`src/rtl/text_buffer_writer.sv`:
```
// text_buffer_writer: writer side of the OLED text path. Turns an ASCII/control
// byte stream into a ROWS x COLS character buffer with a cursor.
// Ports: clk, rst_n (async, active-low); in_valid/in_data/in_ready byte input;
//   rd_addr/rd_data combinational buffer read; cursor_row/cursor_col; busy.
// Optional: define TEXT_SCROLL_EN to scroll up on last-row newline instead of
//   wrapping to row 0.
module text_buffer_writer #(
    parameter int ROWS = 4,
    parameter int COLS = 16,
    localparam int N  = ROWS * COLS,
    localparam int AW = $clog2(N),
    localparam int RW = $clog2(ROWS),
    localparam int CW = $clog2(COLS)
) (
    input  logic          clk,
    input  logic          rst_n,
    input  logic          in_valid,
    input  logic [7:0]    in_data,
    output logic          in_ready,
    input  logic [AW-1:0] rd_addr,
    output logic [7:0]    rd_data,
    output logic [RW-1:0] cursor_row,
    output logic [CW-1:0] cursor_col,
    output logic          busy
);

    typedef enum logic [1:0] {
        S_CLEAR,
        S_IDLE
`ifdef TEXT_SCROLL_EN
        , S_SCROLL
`endif
    } state_t;

    localparam logic [AW-1:0] LAST  = AW'(N - 1);
    localparam logic [RW-1:0] RLAST = RW'(ROWS - 1);
    localparam logic [CW-1:0] CLAST = CW'(COLS - 1);
`ifdef TEXT_SCROLL_EN
    localparam logic [AW-1:0] SHIFT_N = AW'((ROWS - 1) * COLS);
    localparam logic [AW-1:0] COLS_A  = AW'(COLS);
`endif

    state_t        state_q, state_d;
    logic [AW-1:0] idx_q, idx_d;
    logic [RW-1:0] row_q, row_d;
    logic [CW-1:0] col_q, col_d;

    logic [7:0]    mem_q [N];
    logic          we;
    logic [AW-1:0] waddr;
    logic [7:0]    wdata;
    logic          nl;
    logic [CW-1:0] col_dec;

    assign col_dec = col_q - 1'b1;

    always_ff @(posedge clk or negedge rst_n) begin
        if (!rst_n) begin
            state_q <= S_CLEAR;
            idx_q   <= '0;
            row_q   <= '0;
            col_q   <= '0;
        end else begin
            state_q <= state_d;
            idx_q   <= idx_d;
            row_q   <= row_d;
            col_q   <= col_d;
        end
    end

    // Buffer storage has no reset; the CLEAR sweep initialises it.
    always_ff @(posedge clk) begin
        if (we) begin
            mem_q[waddr] <= wdata;
        end
    end

    always_comb begin
        state_d = state_q;
        idx_d   = idx_q;
        row_d   = row_q;
        col_d   = col_q;
        we      = 1'b0;
        waddr   = idx_q;
        wdata   = 8'h20;
        nl      = 1'b0;
        unique case (state_q)
            S_CLEAR: begin
                we    = 1'b1;
                idx_d = idx_q + 1'b1;
                if (idx_q == LAST) begin
                    state_d = S_IDLE;
                    idx_d   = '0;
                end
            end
            S_IDLE: begin
                if (in_valid) begin
                    unique case (1'b1)
                        (in_data >= 8'h20 && in_data <= 8'h7E): begin
                            we    = 1'b1;
                            waddr = {row_q, col_q};
                            wdata = in_data;
                            col_d = col_q + 1'b1;
                            nl    = (col_q == CLAST);
                        end
                        (in_data == 8'h0A): begin
                            col_d = '0;
                            nl    = 1'b1;
                        end
                        (in_data == 8'h0D): begin
                            col_d = '0;
                        end
                        (in_data == 8'h08): begin
                            if (col_q != '0) begin
                                col_d = col_dec;
                                we    = 1'b1;
                                waddr = {row_q, col_dec};
                            end
                        end
                        (in_data == 8'h0C): begin
                            row_d   = '0;
                            col_d   = '0;
                            idx_d   = '0;
                            state_d = S_CLEAR;
                        end
                        default: ;
                    endcase
                    if (nl) begin
                        if (row_q != RLAST) begin
                            row_d = row_q + 1'b1;
                        end else begin
`ifdef TEXT_SCROLL_EN
                            state_d = S_SCROLL;
                            idx_d   = '0;
`else
                            row_d   = '0;
`endif
                        end
                    end
                end
            end
`ifdef TEXT_SCROLL_EN
            // Shift rows up one entry per cycle, then blank the last row.
            S_SCROLL: begin
                we    = 1'b1;
                wdata = (idx_q < SHIFT_N) ? mem_q[idx_q + COLS_A] : 8'h20;
                idx_d = idx_q + 1'b1;
                if (idx_q == LAST) begin
                    state_d = S_IDLE;
                    idx_d   = '0;
                end
            end
`endif
            default: begin
                state_d = S_CLEAR;
                idx_d   = '0;
            end
        endcase
    end

    assign in_ready   = (state_q == S_IDLE);
    assign busy       = (state_q != S_IDLE);
    assign rd_data    = mem_q[rd_addr];
    assign cursor_row = row_q;
    assign cursor_col = col_q;

endmodule
```
`config.mk`:
```
export PLATFORM = sky130hd
export DESIGN_NAME = text_buffer_writer
export DESIGN_NICKNAME = d
export VERILOG_FILES = /design/src/rtl/text_buffer_writer.sv
export SDC_FILE = /design/constraint.sdc
export NUM_CORES = 1
export LEC_CHECK = 0
export ABC_AREA = 1
export ABC_CLOCK_PERIOD_IN_PS = 6500
export BUFFER_PORTS_ARGS = -buffer_cell sky130_fd_sc_hd__buf_4
export CAP_MARGIN = 0
export CORE_MARGIN = 4
export CORE_UTILIZATION = 40
export DETAILED_ROUTE_END_ITERATION = 10
export PLACE_DENSITY_LB_ADDON = 0.3
export SLEW_MARGIN = 20
export SYNTH_ARGS = -nofsm -noshare
export SYNTH_HDL_FRONTEND = slang
export SYNTH_SLANG_ARGS = --single-unit
```
`constraint.sdc`:
```
create_clock -name clk -period 6.5 [get_ports clk]
set_input_delay 0.65 -clock clk [delete_from_list [all_inputs] [get_ports clk]]
set_output_delay 0.65 -clock clk [all_outputs]
set_load 0.02 [all_outputs]
```
# [Word-level counts from Yosys, hierarchy flattened]
# Memories as Yosys holds them, arrays and structs flattened.
# Index checks and enable logic that the tools add are counted.
[totals] word_cells=62 mem_count=1 in_bits=17 ramBits=512 output_inout_bits=16 ff_bits=14
[memory_table] memory="mem_q" depth=64 word_bits=8 read_ports=1 rd_clocked_by_memory_dff=0 write_ports=1 line_no="48" text="logic [7:0] mem_q [N];"
[op_classes] reduce_logical=10 addsub=4 n_lt_le_gt_ge=2 muxes=28 n_eq_ne=13
[ops] cell="two-way mux 6 bit" count=6
[ops] cell="== test 8 x 4 -> 1 bit, second input constant" count=4
[ops] cell="two-way mux 8 bit" count=3
[ops] cell="case mux 6 bit (2 select lines)" count=2
[ops] cell="case mux 4 bit (3 select lines)" count=1
[ops] cell="two-way mux 2 bit" count=5
[ops] cell="greater-or-equal comparator 8 x 6 -> 1 bit, second input constant" count=1
[ops] cell="<= comparator 8 x 7 -> 1 bit, second input constant" count=1
[ops] cell="adder 6 x 1 -> 6 bit, second input constant" count=1
[ops] cell="== test 6 bit, second input constant" count=1
[ops] cell="two-way mux 1 bit" count=6
[ops] cell="inequality test 2 x 1 -> 1 bit, second input constant" count=3
[ops] cell="inequality test 2 bit, second input constant" count=3
[ops] cell="case mux 1 bit (2 select lines)" count=3
[ops] cell="AND reduction 3 bit" count=2
[ops] cell="adder 4 x 1 -> 4 bit, second input constant" count=1
[ops] cell="== test 4 bit, second input constant" count=1
[ops] cell="two-way mux 4 bit" count=1
[ops] cell="case mux 2 bit (2 select lines)" count=1
[ops] cell="AND reduction 4 bit" count=1
[ops] cell="nonzero test 4 bit" count=1
[ops] cell="subtractor 4 x 1 -> 4 bit, second input constant" count=1
[ops] cell="nonzero test 3 bit" count=1
[ops] cell="OR reduction 3 bit" count=1
[ops] cell="other kinds (6)" count=6

# [Depth between registers and ports, before layout]
[logic_depth] ltp_word=7 ltp_mapped=13 ltp_nobuf=13

# [Worst setup path after synthesis]
# No wires, ideal clock.
[synth_path] path_type="input to register" startpoint="input port in_data[3]" endpoint="memory mem_q[0][5], data pin" setup_ns=0.651 setup_slack_ns=0.578 n_path_buf=1 arrival_time_ns=5.271 stages=7 required_ns=5.849 cell_sequence="nand2_1 nor2_2 nand2_2 nand3_4 buf_6 nor3_1 nand2_1"
[synth_between] elab_chain_len=5 word_cells_on_any_way=6 cone_classes="2 x order compare; 3 x mux; 1 x reduce/logical"
[synth_lines] element="start: declaration" line_no="18" text="input logic [7:0] in_data,"
[synth_lines] element="greater-or-equal comparator 8 x 6 -> 1 bit or <= comparator 8 x 7 -> 1 bit (tied branches)" line_no="99" text="(in_data >= 8'h20 && in_data <= 8'h7E): begin"
[synth_lines] element="logical AND 1 bit *" line_no="99"
[synth_lines] element="two-way mux 8 bit *" line_no="98" text="unique case (1'b1)"
[synth_lines] element="two-way mux 8 bit *" line_no="97" text="if (in_valid) begin"
[synth_lines] element="two-way mux 8 bit *" line_no="87" text="unique case (state_q)"
[synth_lines] element="named net wdata[5]" line_no="51" text="logic [7:0] wdata;"
[synth_lines] element="end: declaration" line_no="48"
# Mark *: on every way through the listed nets, which the timed path passes. The rest lies on a longest branch.

# [Final worst setup path]
[layout_path] startpoint="input port rd_addr[0]" endpoint="output port rd_data[0]"
[layout_between] elab_chain_len=1
[layout_lines] element="start: declaration" line_no="20" text="input logic [AW-1:0] rd_addr,"
[layout_lines] element="memory read (64 x 8 bit)"
[layout_lines] element="end: declaration" line_no="21" text="output logic [7:0] rd_data,"
# Every way passes these cells.

==> run_results.csv <==
group,metric,value,unit
status,status,"finished clean",
route,drc,0,
route,dr_total_vias,14900,
global_route,grt_first_pass_wirelength,86000,um
layout,final_util,0.456,
sta,rsz0062_at_grt,"no",
synthesis,synth.distinct_cells,31,
layout,fillers,4995,
critical_path,critical-path-top-delay-family,"buffers and inverters",
synthesis,synth_area_per_cell,11.2,um^2
cts,cts_resized,0,
layout,layout.cells.most_common,"nand2_1",
cts,clkSinkCount,525,
critical_path,worst-path-max-fanout,104,
cts,worstSkewPairLatency,600,ps
sta,slew_headroom,0.192,
critical_path,path_buf_inv,5,
sta,final_max_slew_viol_count,0,
cts,numCtsBuffers,53,
critical_path,slowest_delay,680,ps
global_route,grt_max_degree,189,
sta,fin_setup_tns,0,ps
global_route,antenna_found_initial,0,
placement,port-buffer-count,32,
pwr,vdd_drop_max,220,uV
route,drtAntennaViolNets,0,
sta,period_share,0.665,
cts,cts_setup_buffers,0,
critical_path,crit_chain,"clkbuf_8, inv_6, buf_4, buf_4, nand2_1, nand3_1, nand3_1, nand2_1, nand2_1, nand3_1, nand3_1, nand2_1, buf_4",
synthesis,syn_inst,1975,
floorplanning,die-area,59200,um^2
sta,worst-slew-pin-transition,1210,ps
critical_path,r2r_cells,12,
placement,routabilityCongestion,0.844,
layout,n_antenna_cell,0,
synthesis,ys_ff_latch,525,
layout,final_nets,2064,
route,routed-wl-met2,26400,um
sta,min_period,4320,ps
cts,cts_tree,"done",
critical_path,cp_slowest_cell,"inv_6",
layout,syn_to_final_growth,13.2,%
route,firstDrtPassIters,5,
route,wl,56200,um
floorplanning,ios,33,
cts,clockBufferDepth,3,
floorplanning,die_h,243,um
cts,htreeDepth,2,
sta,finalSetupViolCount,0,
cts,clkSlewWorstSetupHoldPaths,60,ps
pwr,p_total,7.47,mW
synthesis,synth-seq-area-share,0.708,
route,dr_wl_met3,4160,um
global_route,grt_usage,0.187,
pwr,power_density,298,nW/um^2
route,vias_per_cell,5.24,
layout,finalNonFillerCells,2833,
critical_path,crit_required,5850,ps
critical_path,r2r_start,"cursor_col[0]",
cts,cts_hold_buf,1,
route,wl_per_cell,19.8,um
sta,hold_viol,0,
critical_path,rrSetupSlack,3210,ps
critical_path,worstReg2RegEnd,"mem_q[13][5]",
floorplanning,core_area,55000,um^2
cts,clock-root-buffer,"clkbuf_16",
sta,fmax,231,MHz
floorplanning,num_rows,86,
layout,layout_common_cells,"631 x nand2_1, 512 x edfxtp_1, 386 x nand3_1",
critical_path,startpoint_type,"primary input",
synthesis,syn_area,22200,um^2
placement,dp.cells,2734,
job,cap_viol_max_count,0,
route,drt_iter0_markers,1645,
sta,skew,16.5,ps
layout,drive_gt1_frac,0.0974,
synthesis,yosys_warnings,0,
route,wl_met1,24200,um
hold_path,min_path_type,"primary input to asynchronous set/reset pin",
floorplanning,start_util,0.403,
critical_path,cp.depth,13,
pwr,p_leak,9.21,nW
floorplanning,fp.dieW,243,um
global_route,grt-ovfl-total,0,
critical_path,path_class,"primary input to output port",
placement,dp_hpwl,32500,um
critical_path,endpoint_kind,"output port",
route,highest-signal-layer,"met4",
critical_path,critPathArrivalTime,3670,ps
global_route,first_global_vias,14300,
-- worst register-to-register path: cells and delay by family, from the launching register on --
kind | cells | cell delay (ps)
DFF | 1 | 470
adders and majority gates | 1 | 240
and+or+nand+nor | 9 | 1940
buffers and inverters | 2 | 250
-- stage by stage --
stage                     worst slack (ps)  hold slack (ps)  area [um^2]
final                                 2180              445        25100
after global placement                2230              504        23400
after CTS                             2210              413        25100
after floorplan                        578              354        22400
after detailed placement              2210              505        23400
after global routing                  1950              442        25100
-- flip-flops by register name (all words and copies together), names as in the netlist --
signal      count
idx_q           6
state_q         1
cursor_col      4
mem_q         512
cursor_row      2
-- layer usage --
metal	vias up	GRT usage
met1	7258	0.263
met2	544	0.300
li1	6963	-
met4	0	0.0570
met5	-	0
met3	89	0.0319
-- worst max path at each step --
| stage | from | endpoint | slack, ps |
|---|---|---|---|
| 4_1_cts | rd_addr[0] | rd_data[0] | 2210 |
| 3_5_place_dp | rd_addr[0] | rd_data[0] | 2210 |
| 6_report | rd_addr[0] | rd_data[0] | 2180 |
| 5_1_grt | rd_addr[0] | rd_data[2] | 1950 |
| 2_1_floorplan | in_data[3] | mem_q[0][5] | 580 |
| 3_3_place_gp | rd_addr[0] | rd_data[7] | 2230 |
-- cells in the mapped netlist, drive strengths merged --
master,count,share of area
nor2,104,0.022
clkinv,2,0.00034
o211ai,6,0.0020
buf,44,0.0088
conb,1,0.00017
nand2,663,0.12
inv,55,0.0094
o22ai,12,0.0034
clkbuf,65,0.011
nand4,8,0.0023
nand3,387,0.088
dfrtp,13,0.015
ha,5,0.0028
nor3,7,0.0016
a21oi,37,0.0095
edfxtp,512,0.69
xor2,4,0.0016
o21ai,49,0.011
xnor2,1,0.00040
-- logic make-up after synthesis --
kind of cell	Yosys count	share of synthesized area
AND/OR/NAND/NOR	1169	0.231
AO/OA/AOI/OAI	104	0.0260
XOR/XNOR	5	0.00198
other	1	0.000169
adder cells (fa/ha/maj)	5	0.00282
buffers and inverters	166	0.0296
flip-flops	525	0.708
-- power by group --
part	switching [mW]	total [mW]	internal, mW
clock	1.24	3.00	1.76
combinational	0.495	0.682	0.187
sequential	0.0401	3.79	3.75
-- layout make-up --
cell class | count | area [um^2] | area share
Inverter | 57 | 223 | 0.00887
Clock inverter | 25 | 213 | 0.00848
Clock buffer | 73 | 1490 | 0.0595
Multi-Input combinational cell | 1347 | 6070 | 0.242
Timing Repair Buffer | 58 | 457 | 0.0182
Sequential cell | 525 | 15700 | 0.626
Tap cell | 748 | 936 | 0.0373
(Power assumes the default switching activity.)
